### src/rtl/adbg_halt_pkg.sv
// Shared types for the per-core debug halt controller.
// State and cause encodings are visible on the bench side, so they stay stable.
package adbg_halt_pkg;

  typedef enum logic [1:0] {
    RUN    = 2'd0,
    DRAIN  = 2'd1,
    HALTED = 2'd2,
    RESUME = 2'd3
  } halt_state_t;

  typedef enum logic [1:0] {
    CAUSE_NONE = 2'b00,
    CAUSE_HOST = 2'b01,
    CAUSE_HWBP = 2'b10,
    CAUSE_STEP = 2'b11
  } halt_cause_t;

  localparam int unsigned CNT_W = 8;

endpackage

### src/rtl/adbg_core_halt_fsm.sv
// Single-core halt FSM: freezes the pipeline on host stall, hardware breakpoint
// or single-step, waits for drain (with timeout), and resumes on stall release.
module adbg_core_halt_fsm
  import adbg_halt_pkg::*;
#(
  parameter int unsigned ADDR_W   = 32,
  parameter int unsigned DRAIN_TO = 255
) (
  input  logic              clk_i,
  input  logic              rst_i,
  input  logic              stall_i,
  input  logic              step_en_i,
  input  logic              hwbp_en_i,
  input  logic [ADDR_W-1:0] hwbp_addr_i,
  input  logic [ADDR_W-1:0] pc_i,
  input  logic              retire_i,
  input  logic              idle_i,
  output logic              hold_o,
  output logic              bp_o,
  output logic              halted_o,
  output logic [1:0]        cause_o,
  output logic              drain_err_o
);

  localparam logic [CNT_W-1:0] CNT_LAST = CNT_W'(DRAIN_TO - 1);

  halt_state_t      state_q;
  halt_cause_t      cause_q;
  logic [CNT_W-1:0] cnt_q;
  logic [CNT_W-1:0] cnt_d;
  logic             step_pend_q;
  logic             stall_seen_q;
  logic             hold_q;
  logic             bp_q;
  logic             halted_q;
  logic             drain_err_q;
  logic             bp_hit;
  logic             step_hit;

  assign bp_hit   = retire_i & hwbp_en_i & (pc_i == hwbp_addr_i);
  assign step_hit = retire_i & step_pend_q;
  assign cnt_d    = cnt_q + CNT_W'(1);

  always_ff @(posedge clk_i) begin
    if (rst_i) begin
      state_q      <= RUN;
      cause_q      <= CAUSE_NONE;
      cnt_q        <= '0;
      step_pend_q  <= 1'b0;
      stall_seen_q <= 1'b0;
      hold_q       <= 1'b0;
      bp_q         <= 1'b0;
      halted_q     <= 1'b0;
      drain_err_q  <= 1'b0;
    end else begin
      bp_q <= 1'b0;
      case (state_q)
        RUN: begin
          if (bp_hit || step_hit || stall_i) begin
            state_q     <= DRAIN;
            hold_q      <= 1'b1;
            cnt_q       <= '0;
            drain_err_q <= 1'b0;
            bp_q        <= bp_hit | step_hit;
            if (bp_hit || step_hit) step_pend_q <= 1'b0;
            if (bp_hit)        cause_q <= CAUSE_HWBP;
            else if (step_hit) cause_q <= CAUSE_STEP;
            else               cause_q <= CAUSE_HOST;
          end
        end
        DRAIN: begin
          cnt_q <= cnt_d;
          // Idle wins over a timeout that lands on the same cycle.
          if (idle_i || (cnt_q == CNT_LAST)) begin
            state_q      <= HALTED;
            halted_q     <= 1'b1;
            stall_seen_q <= (cause_q == CAUSE_HOST);
            if (!idle_i) drain_err_q <= 1'b1;
          end
        end
        HALTED: begin
          // A breakpoint halt must see the host stall rise before it may resume.
          if (stall_seen_q && !stall_i) begin
            state_q      <= RESUME;
            hold_q       <= 1'b0;
            halted_q     <= 1'b0;
            cause_q      <= CAUSE_NONE;
            step_pend_q  <= step_en_i;
            stall_seen_q <= 1'b0;
            cnt_q        <= '0;
          end else if (stall_i) begin
            stall_seen_q <= 1'b1;
          end
        end
        RESUME: begin
          state_q <= RUN;
        end
        default: begin
          state_q <= RUN;
        end
      endcase
    end
  end

  assign hold_o      = hold_q;
  assign bp_o        = bp_q;
  assign halted_o    = halted_q;
  assign cause_o     = cause_q;
  assign drain_err_o = drain_err_q;

endmodule

### src/rtl/adbg_core_halt_ctrl.sv
// CPU-side responder to the debug unit stall/breakpoint interface.
// One independent halt FSM per core; this level only slices the vectors.
module adbg_core_halt_ctrl
  import adbg_halt_pkg::*;
#(
  parameter int unsigned NB_CORES = 4,
  parameter int unsigned ADDR_W   = 32,
  parameter int unsigned DRAIN_TO = 255
) (
  input  logic                       cpu_clk_i,
  input  logic                       cpu_rst_i,
  input  logic [NB_CORES-1:0]        cpu_stall_i,
  input  logic [NB_CORES-1:0]        step_en_i,
  input  logic [NB_CORES-1:0]        hwbp_en_i,
  input  logic [NB_CORES*ADDR_W-1:0] hwbp_addr_i,
  input  logic [NB_CORES*ADDR_W-1:0] core_pc_i,
  input  logic [NB_CORES-1:0]        core_retire_i,
  input  logic [NB_CORES-1:0]        core_idle_i,
  output logic [NB_CORES-1:0]        core_hold_o,
  output logic [NB_CORES-1:0]        bp_o,
  output logic [NB_CORES-1:0]        halted_o,
  output logic [NB_CORES*2-1:0]      halt_cause_o,
  output logic [NB_CORES-1:0]        drain_err_o
);

  for (genvar i = 0; i < NB_CORES; i++) begin : g_core
    adbg_core_halt_fsm #(
      .ADDR_W  (ADDR_W),
      .DRAIN_TO(DRAIN_TO)
    ) u_fsm (
      .clk_i      (cpu_clk_i),
      .rst_i      (cpu_rst_i),
      .stall_i    (cpu_stall_i[i]),
      .step_en_i  (step_en_i[i]),
      .hwbp_en_i  (hwbp_en_i[i]),
      .hwbp_addr_i(hwbp_addr_i[i*ADDR_W +: ADDR_W]),
      .pc_i       (core_pc_i[i*ADDR_W +: ADDR_W]),
      .retire_i   (core_retire_i[i]),
      .idle_i     (core_idle_i[i]),
      .hold_o     (core_hold_o[i]),
      .bp_o       (bp_o[i]),
      .halted_o   (halted_o[i]),
      .cause_o    (halt_cause_o[i*2 +: 2]),
      .drain_err_o(drain_err_o[i])
    );
  end

endmodule

### config.mk
export PLATFORM = sky130hd
export DESIGN_NAME = adbg_core_halt_ctrl
export DESIGN_NICKNAME = d
export VERILOG_FILES = /design/src/rtl/adbg_halt_pkg.sv /design/src/rtl/adbg_core_halt_fsm.sv /design/src/rtl/adbg_core_halt_ctrl.sv
export SDC_FILE = /design/constraint.sdc
export NUM_CORES = 1
export LEC_CHECK = 0
export ABC_AREA = 1
export CAP_MARGIN = 25
export CORE_UTILIZATION = 35
export CTS_CLUSTER_DIAMETER = 30
export DETAILED_ROUTE_END_ITERATION = 8
export GPL_TIMING_DRIVEN = 0
export PLACE_DENSITY = 0.7
export SYNTH_ARGS = -nofsm -noshare
export SYNTH_HDL_FRONTEND = slang
export SYNTH_SLANG_ARGS = --single-unit
### constraint.sdc
create_clock -name cpu_clk_i -period 2.3 [get_ports cpu_clk_i]
set_clock_uncertainty 0.05 [all_clocks]
set_input_delay 0.46 -clock cpu_clk_i [delete_from_list [all_inputs] [get_ports cpu_clk_i]]
set_output_delay 0.46 -clock cpu_clk_i [all_outputs]
set_load 0.005 [all_outputs]
Yosys cells after proc, flatten, opt, wreduce, memory -nomap -nowiden
Cells that the tools add are included.

storage, ports and cells
  bits in registers = 72
  latch bits = 0
  RAM bits = 0
  ROM bits = 0
  input bits = 278
  output and inout bits = 24
  word-level logic and storage cells = 300
  memories kept = 0

operators by class
  $add $sub $neg = 4
  multiply operators = 0
  divide/modulo/power cells = 0
  magnitude comparators = 0
  equal/unequal tests = 48
  shift operators = 0
  mux-type cells = 116
  bitwise gates (word level) = 24
  reductions and logical operators = 72

operators with widths
  cell                                                   count
  equality test 32 bit                                   4
  case mux 8 bit (3 select lines)                        4
  2-to-1 mux 8 bit                                       8
  AND reduction 3 bit                                    20
  2-to-1 mux 2 bit                                       28
  2-to-1 mux 1 bit                                       48
  case mux 1 bit (2 select lines)                        20
  adder 8 x 1 -> 8 bit, second input constant            4
  equality test 8 bit, second input constant             4
  inequality test 2 x 1 -> 1 bit, second input constant  16
  case mux 2 bit (4 select lines)                        4
  AND reduction 4 bit                                    8
  nonzero test 2 bit                                     12
  equality test 2 x 1 -> 1 bit, second input constant    8
  equality test 2 bit, second input constant             8
  case mux 2 bit (2 select lines)                        4
  bitwise AND 1 bit                                      12
  logical OR 1 bit                                       12
  inequality test 3 x 2 -> 1 bit, second input constant  4
  nonzero test 3 bit                                     4
  OR reduction 3 bit                                     4
  zero test 2 bit                                        4
  inequality test 2 bit, second input constant           4
  inverter 1 bit                                         8
  3 further kinds                                        12

Logic depth before layout (Yosys ltp)
  depth in word-level cells = 6
  gate-level depth with buffers = 15
  gate-level depth less buffers = 15

Hierarchy
Synthesis repeated with hierarchy kept, for this count alone.

unflattened totals
  cell total of the unflattened synthesis = 1088
  area, all modules = 6323.6 µm²

by module, submodules not included
  module                                     times used  cells an instance  area an instance (µm²)  sequential area each (µm²)
  adbg_core_halt_fsm at g_core[2].u_fsm ...  2           279                1581.5                  360.3
  adbg_core_halt_fsm at g_core[0].u_fsm ...  2           265                1580.3                  360.3

Worst setup path after synthesis
No wires, ideal clock.

  path type = register to register
  start point = register g_core[0].u_fsm.state_q[1]
  end point = register g_core[0].u_fsm.stall_seen_q
  library setup time = 126 ps
  arrival = 1470 ps
  required time = 2124 ps
  path slack = 654 ps
  cell stages (with the launch flop) = 9
  period minus slack after synthesis = 1646 ps
  cells stage by stage = dfxtp_1 inv_1 ha_1 inv_1 nor2_1 o21ai_1 nand3_1 o21ai_0 a211oi_1

between the ends
  word-level cells in the longest chain between the ends = 3
  elaborated cells on any way between the ends = 7
  those cells by class = eq/ne: 4; mux: 1; reduce/logical: 2

RTL lines
  item                                                                     RTL line                  source
  start, declared                                                          adbg_core_halt_fsm.sv:27  halt_state_t state_q;
  start signal, assigned                                                   adbg_core_halt_fsm.sv:46  state_q <= RUN;
  start signal, assigned                                                   adbg_core_halt_fsm.sv:60  state_q <= DRAIN;
  start signal, assigned                                                   adbg_core_halt_fsm.sv:75  state_q <= HALTED;
  equality test 2 bit or equality test 2 x 1 -> 1 bit (tied branches)      adbg_core_halt_fsm.sv:57  case (state_q)
  inequality test 3 x 2 -> 1 bit (no source line) (tied with other cells)  -
  AND reduction 3 bit (no source line)                                     -
  end signal, assigned                                                     adbg_core_halt_fsm.sv:77  stall_seen_q <= (cause_q == CAUSE_HOST);
  end, declared                                                            adbg_core_halt_fsm.sv:32  logic stall_seen_q;

Parallel ways exist; a longest one is shown, timed or not.
A chain may end at the register's enable or synchronous reset.

==> results.py <==
metrics = {
    "die": {
        "die_h_um": 136,
        "start_util_pct": 36.0,
        "die_w_um": 136,
        "num_io_pins": 302,
        "dieArea_um2": 18400,
        "coreArea_um2": 17400,
        "rows": 48,
    },
    "timing": {
        "rsz0062_at_grt": "no",
        "timing.final.crit_share_pct": 91.2,
        "fin_crit_ps": 2100,
        "fin_ws_ps": 203,
        "finalHoldViolCount": 0,
        "holdWs_ps": 411,
        "slew_violations": 0,
        "fmax_ghz": 0.477,
        "tightest_slew_ps": 671,
        "setup_violations": 0,
        "maxSlewHeadroom_pct": 55.3,
    },
    "routing": {
        "routed_wirelength_mm": 18.3,
        "wl_met2_mm": 8.88,
        "dr.pass1.iters": 5,
        "wire_per_inst_um": 11.5,
        "drtIter0Drc": 304,
        "drcViolationCount": 0,
        "topRoutingLayerUsed": "met4",
        "route.met3.wl_mm": 1.60,
        "met1_length_mm": 7.61,
        "viasPerCell": 4.53,
        "vias": 7247,
        "antenna_left": 0,
    },
    "final_layout": {
        "drive_above_1_share_pct": 5.39,
        "final_core_util_pct": 56.8,
        "area_delta_synth_final_pct": 57.9,
        "fillers": 1753,
        "final_common_cell": "clkdlybuf4s50_1",
        "nets": 1671,
        "final_cell_mix": "clkdlybuf4s50_1, nand2_1, inv_1, nor2_1, dfxtp_1",
    },
    "clocking": {
        "cts_tree": "yes",
        "clk-insertion-delay-late_ps": 330,
        "clkSinkCount": 72,
        "cts_made_buffers": 9,
        "cts_buffer_depth": 2,
        "htree_levels": 3,
        "clk_pin_slew_ps": 60,
        "cts_root_buf": "clkbuf_16",
    },
    "worst_setup_path": {
        "reg2reg_depth": 8,
        "startpoint_type": "input port",
        "critPathMaxFanout": 10,
        "crit_chain": "clkdlybuf4s50_1 > inv_1 > clkbuf_1 > buf_2 > o21ai_0 > nor2_1",
        "critPathSlowestCell": "clkdlybuf4s50_1",
        "crit_arrival_ps": 2310,
        "cpPeakStageDelay_ps": 590,
        "crit_buf_inv": 4,
        "crit_path_end_kind": "flop",
        "rrSetupSlack_ps": 300,
        "path_delay_family": "buffers and inverters",
        "cp-startpoint": "cpu_rst_i",
        "r2r-end": "g_core[0].u_fsm.stall_seen_q",
        "required_ps": 2510,
        "reg2reg_from": "g_core[0].u_fsm.state_q[1]",
        "path_class": "in2reg",
    },
    "power_and_ir_drop": {
        "switchingPower_mw": 3.05,
        "pwr-share-clk_pct": 19.6,
        "seqPwrFrac_pct": 27.7,
        "swShare_pct": 40.8,
        "p_comb_share_pct": 52.7,
        "cellPowerDensity_nw_per_um2": 755,
        "ir_drop_uv": 469,
        "p_int_mw": 4.42,
        "p_leak_nw": 4.52,
    },
    "synth": {
        "yosysUniqueCellTypes": 45,
        "synthCells": 1057,
        "synth-edff-count": 0,
        "synth-seq-cells": 72,
        "ys.flop_type": "dfxtp_1",
        "synth-seq-area-share_pct": 23.0,
        "syn-cell-area_um2": 6260,
        "yosysWarningCount": 0,
        "postSynthAreaPerCell_um2": 5.93,
        "async_flop_share_pct": 0,
        "syn_nets": 1359,
    },
    "global_routing": {
        "antenna_found_initial": 2,
        "grt_pass1_wl_mm": 29.4,
        "grt.total_usage_pct": 19.8,
        "grt_pass1_vias": 6553,
        "grt_max_degree": 13,
        "gr-total-overflow": 0,
    },
    "status": {
        "outcome": "finished clean",
    },
    "worst_hold_path": {
        "min_from": "g_core[3].u_fsm.drain_err_o",
        "min_path_type": "reg2reg",
        "worstHoldEndpoint": "g_core[3].u_fsm.drain_err_o",
        "min_path_cells": 2,
    },
    "placed_design": {
        "hpwl_mm": 15.3,
        "gp_congestion": 0.845,
        "dp_slack_ps": -181,
        "io_buffers": 301,
    },
    "job": {
        "maxCapViolations": 0,
    },
}
-- flip-flops by register name, indices dropped and copies added, names as in the netlist --
signal and count:
g_core.u_fsm.stall_seen_q 4, g_core.u_fsm.hold_o 4, g_core.u_fsm.bp_o 4, g_core.u_fsm.state_q 8, g_core.u_fsm.drain_err_o 4, g_core.u_fsm.cause_o 8
g_core.u_fsm.cnt_q 32, g_core.u_fsm.halted_o 4, g_core.u_fsm.step_pend_q 4
-- power groups by stage --
stage               logic, mW  registers [mW]  clock network, mW
floorplan                2.62            2.00                  0
global placement         3.88            2.08                  0
detailed placement       3.93            2.09                  0
CTS                      3.96            2.07               1.49
global route             4.48            2.14               1.56
finish                   3.93            2.07               1.47
-- routing by layer --
layer / GRT usage (%) / vias to the layer above
met5: 0 / -
met4: 5.99 / 0
met3: 4.68 / 15
met2: 36.9 / 243
met1: 22.0 / 3090
li1: - / 3899
-- kinds of logic after synthesis --
kind of cell / count (synthesis) / share of synthesized area [%]
simple gates: 535 / 36.9
buf+inv: 226 / 15.0
compound gates: 144 / 12.5
flops: 72 / 23.0
xor+xnor: 56 / 7.83
fa+ha+maj: 24 / 4.79
-- cell type report --
type                       instances  area [um2]  share of cell area, %
multi-input combinational        759        3900                   39.4
timing repair buffer             301        3010                   30.5
sequential                        72        1440                   14.6
inverter                         201         772                   7.80
tap                              225         282                   2.85
clock buffer                      12         267                   2.69
buffer                            25         165                   1.67
clock inverter                     4        51.3                  0.519
antenna                            2        5.00                 0.0506
-- synth_stat cells, types with 2 or more instances --
cell,instances,area [um2]
o21bai_1,2,15.0
nand3_1,44,220
xor2_1,11,96.3
o21ai_1,10,50.1
a21oi_2,3,26.3
or2_1,5,31.3
nor2_2,5,31.3
nor3_1,11,55.1
a21oi_1,54,270
dfxtp_1,72,1440
nand3_2,5,50.1
nand4_1,17,106
nand3_4,4,70.1
nand3b_1,2,15.0
nor3b_1,3,22.5
nor3_2,3,30.0
clkbuf_1,4,15.0
o21ai_0,54,270
a211oi_1,5,37.5
a31oi_1,4,25.0
nand2_2,6,37.5
buf_2,3,15.0
o22ai_1,5,31.3
nand2_1,267,1000
inv_2,6,22.5
nor2_1,159,597
o211ai_1,2,15.0
xnor2_1,45,394
inv_1,192,721
ha_1,24,300
buf_4,16,120
-- worst max path at each step --
stage / endpoint / slack [ps] / cells after the start
finish: g_core[2].u_fsm.cnt_q[1] / 200 / 6
global route: g_core[2].u_fsm.cnt_q[1] / 8 / 12
CTS: g_core[2].u_fsm.cnt_q[6] / 160 / 12
detailed placement: g_core[2].u_fsm.cnt_q[6] / -180 / 12
global placement: g_core[2].u_fsm.hold_o / -140 / 12
floorplan: g_core[0].u_fsm.stall_seen_q / 650 / 8
-- repair_timing --
action | in CTS | in global routing
resized for setup | 0 | 3
setup endpoints to repair | 0 | 7
endpoints found under the hold margin | 0 | 0
hold buffers | 0 | 0
setup buffers | 0 | 0
-- worst min-delay path: cells and delay by family, from the launching register on --
kind | cells | cell delay, ps
compound gates | 1 | 50
simple gates | 1 | 60
flops | 1 | 310
-- through the flow --
stage	power (mW)	cell area, um2	setup TNS, ps	std cells
floorplan	4.62	6260	0	1057
global placement	5.95	9560	-2330	1583
detailed placement	6.02	9560	-3540	1583
CTS	7.52	9880	0	1599
global route	8.18	9890	0	1601
finish	7.47	9890	0	1601
Note: power is estimated with default switching activity, not from simulation.
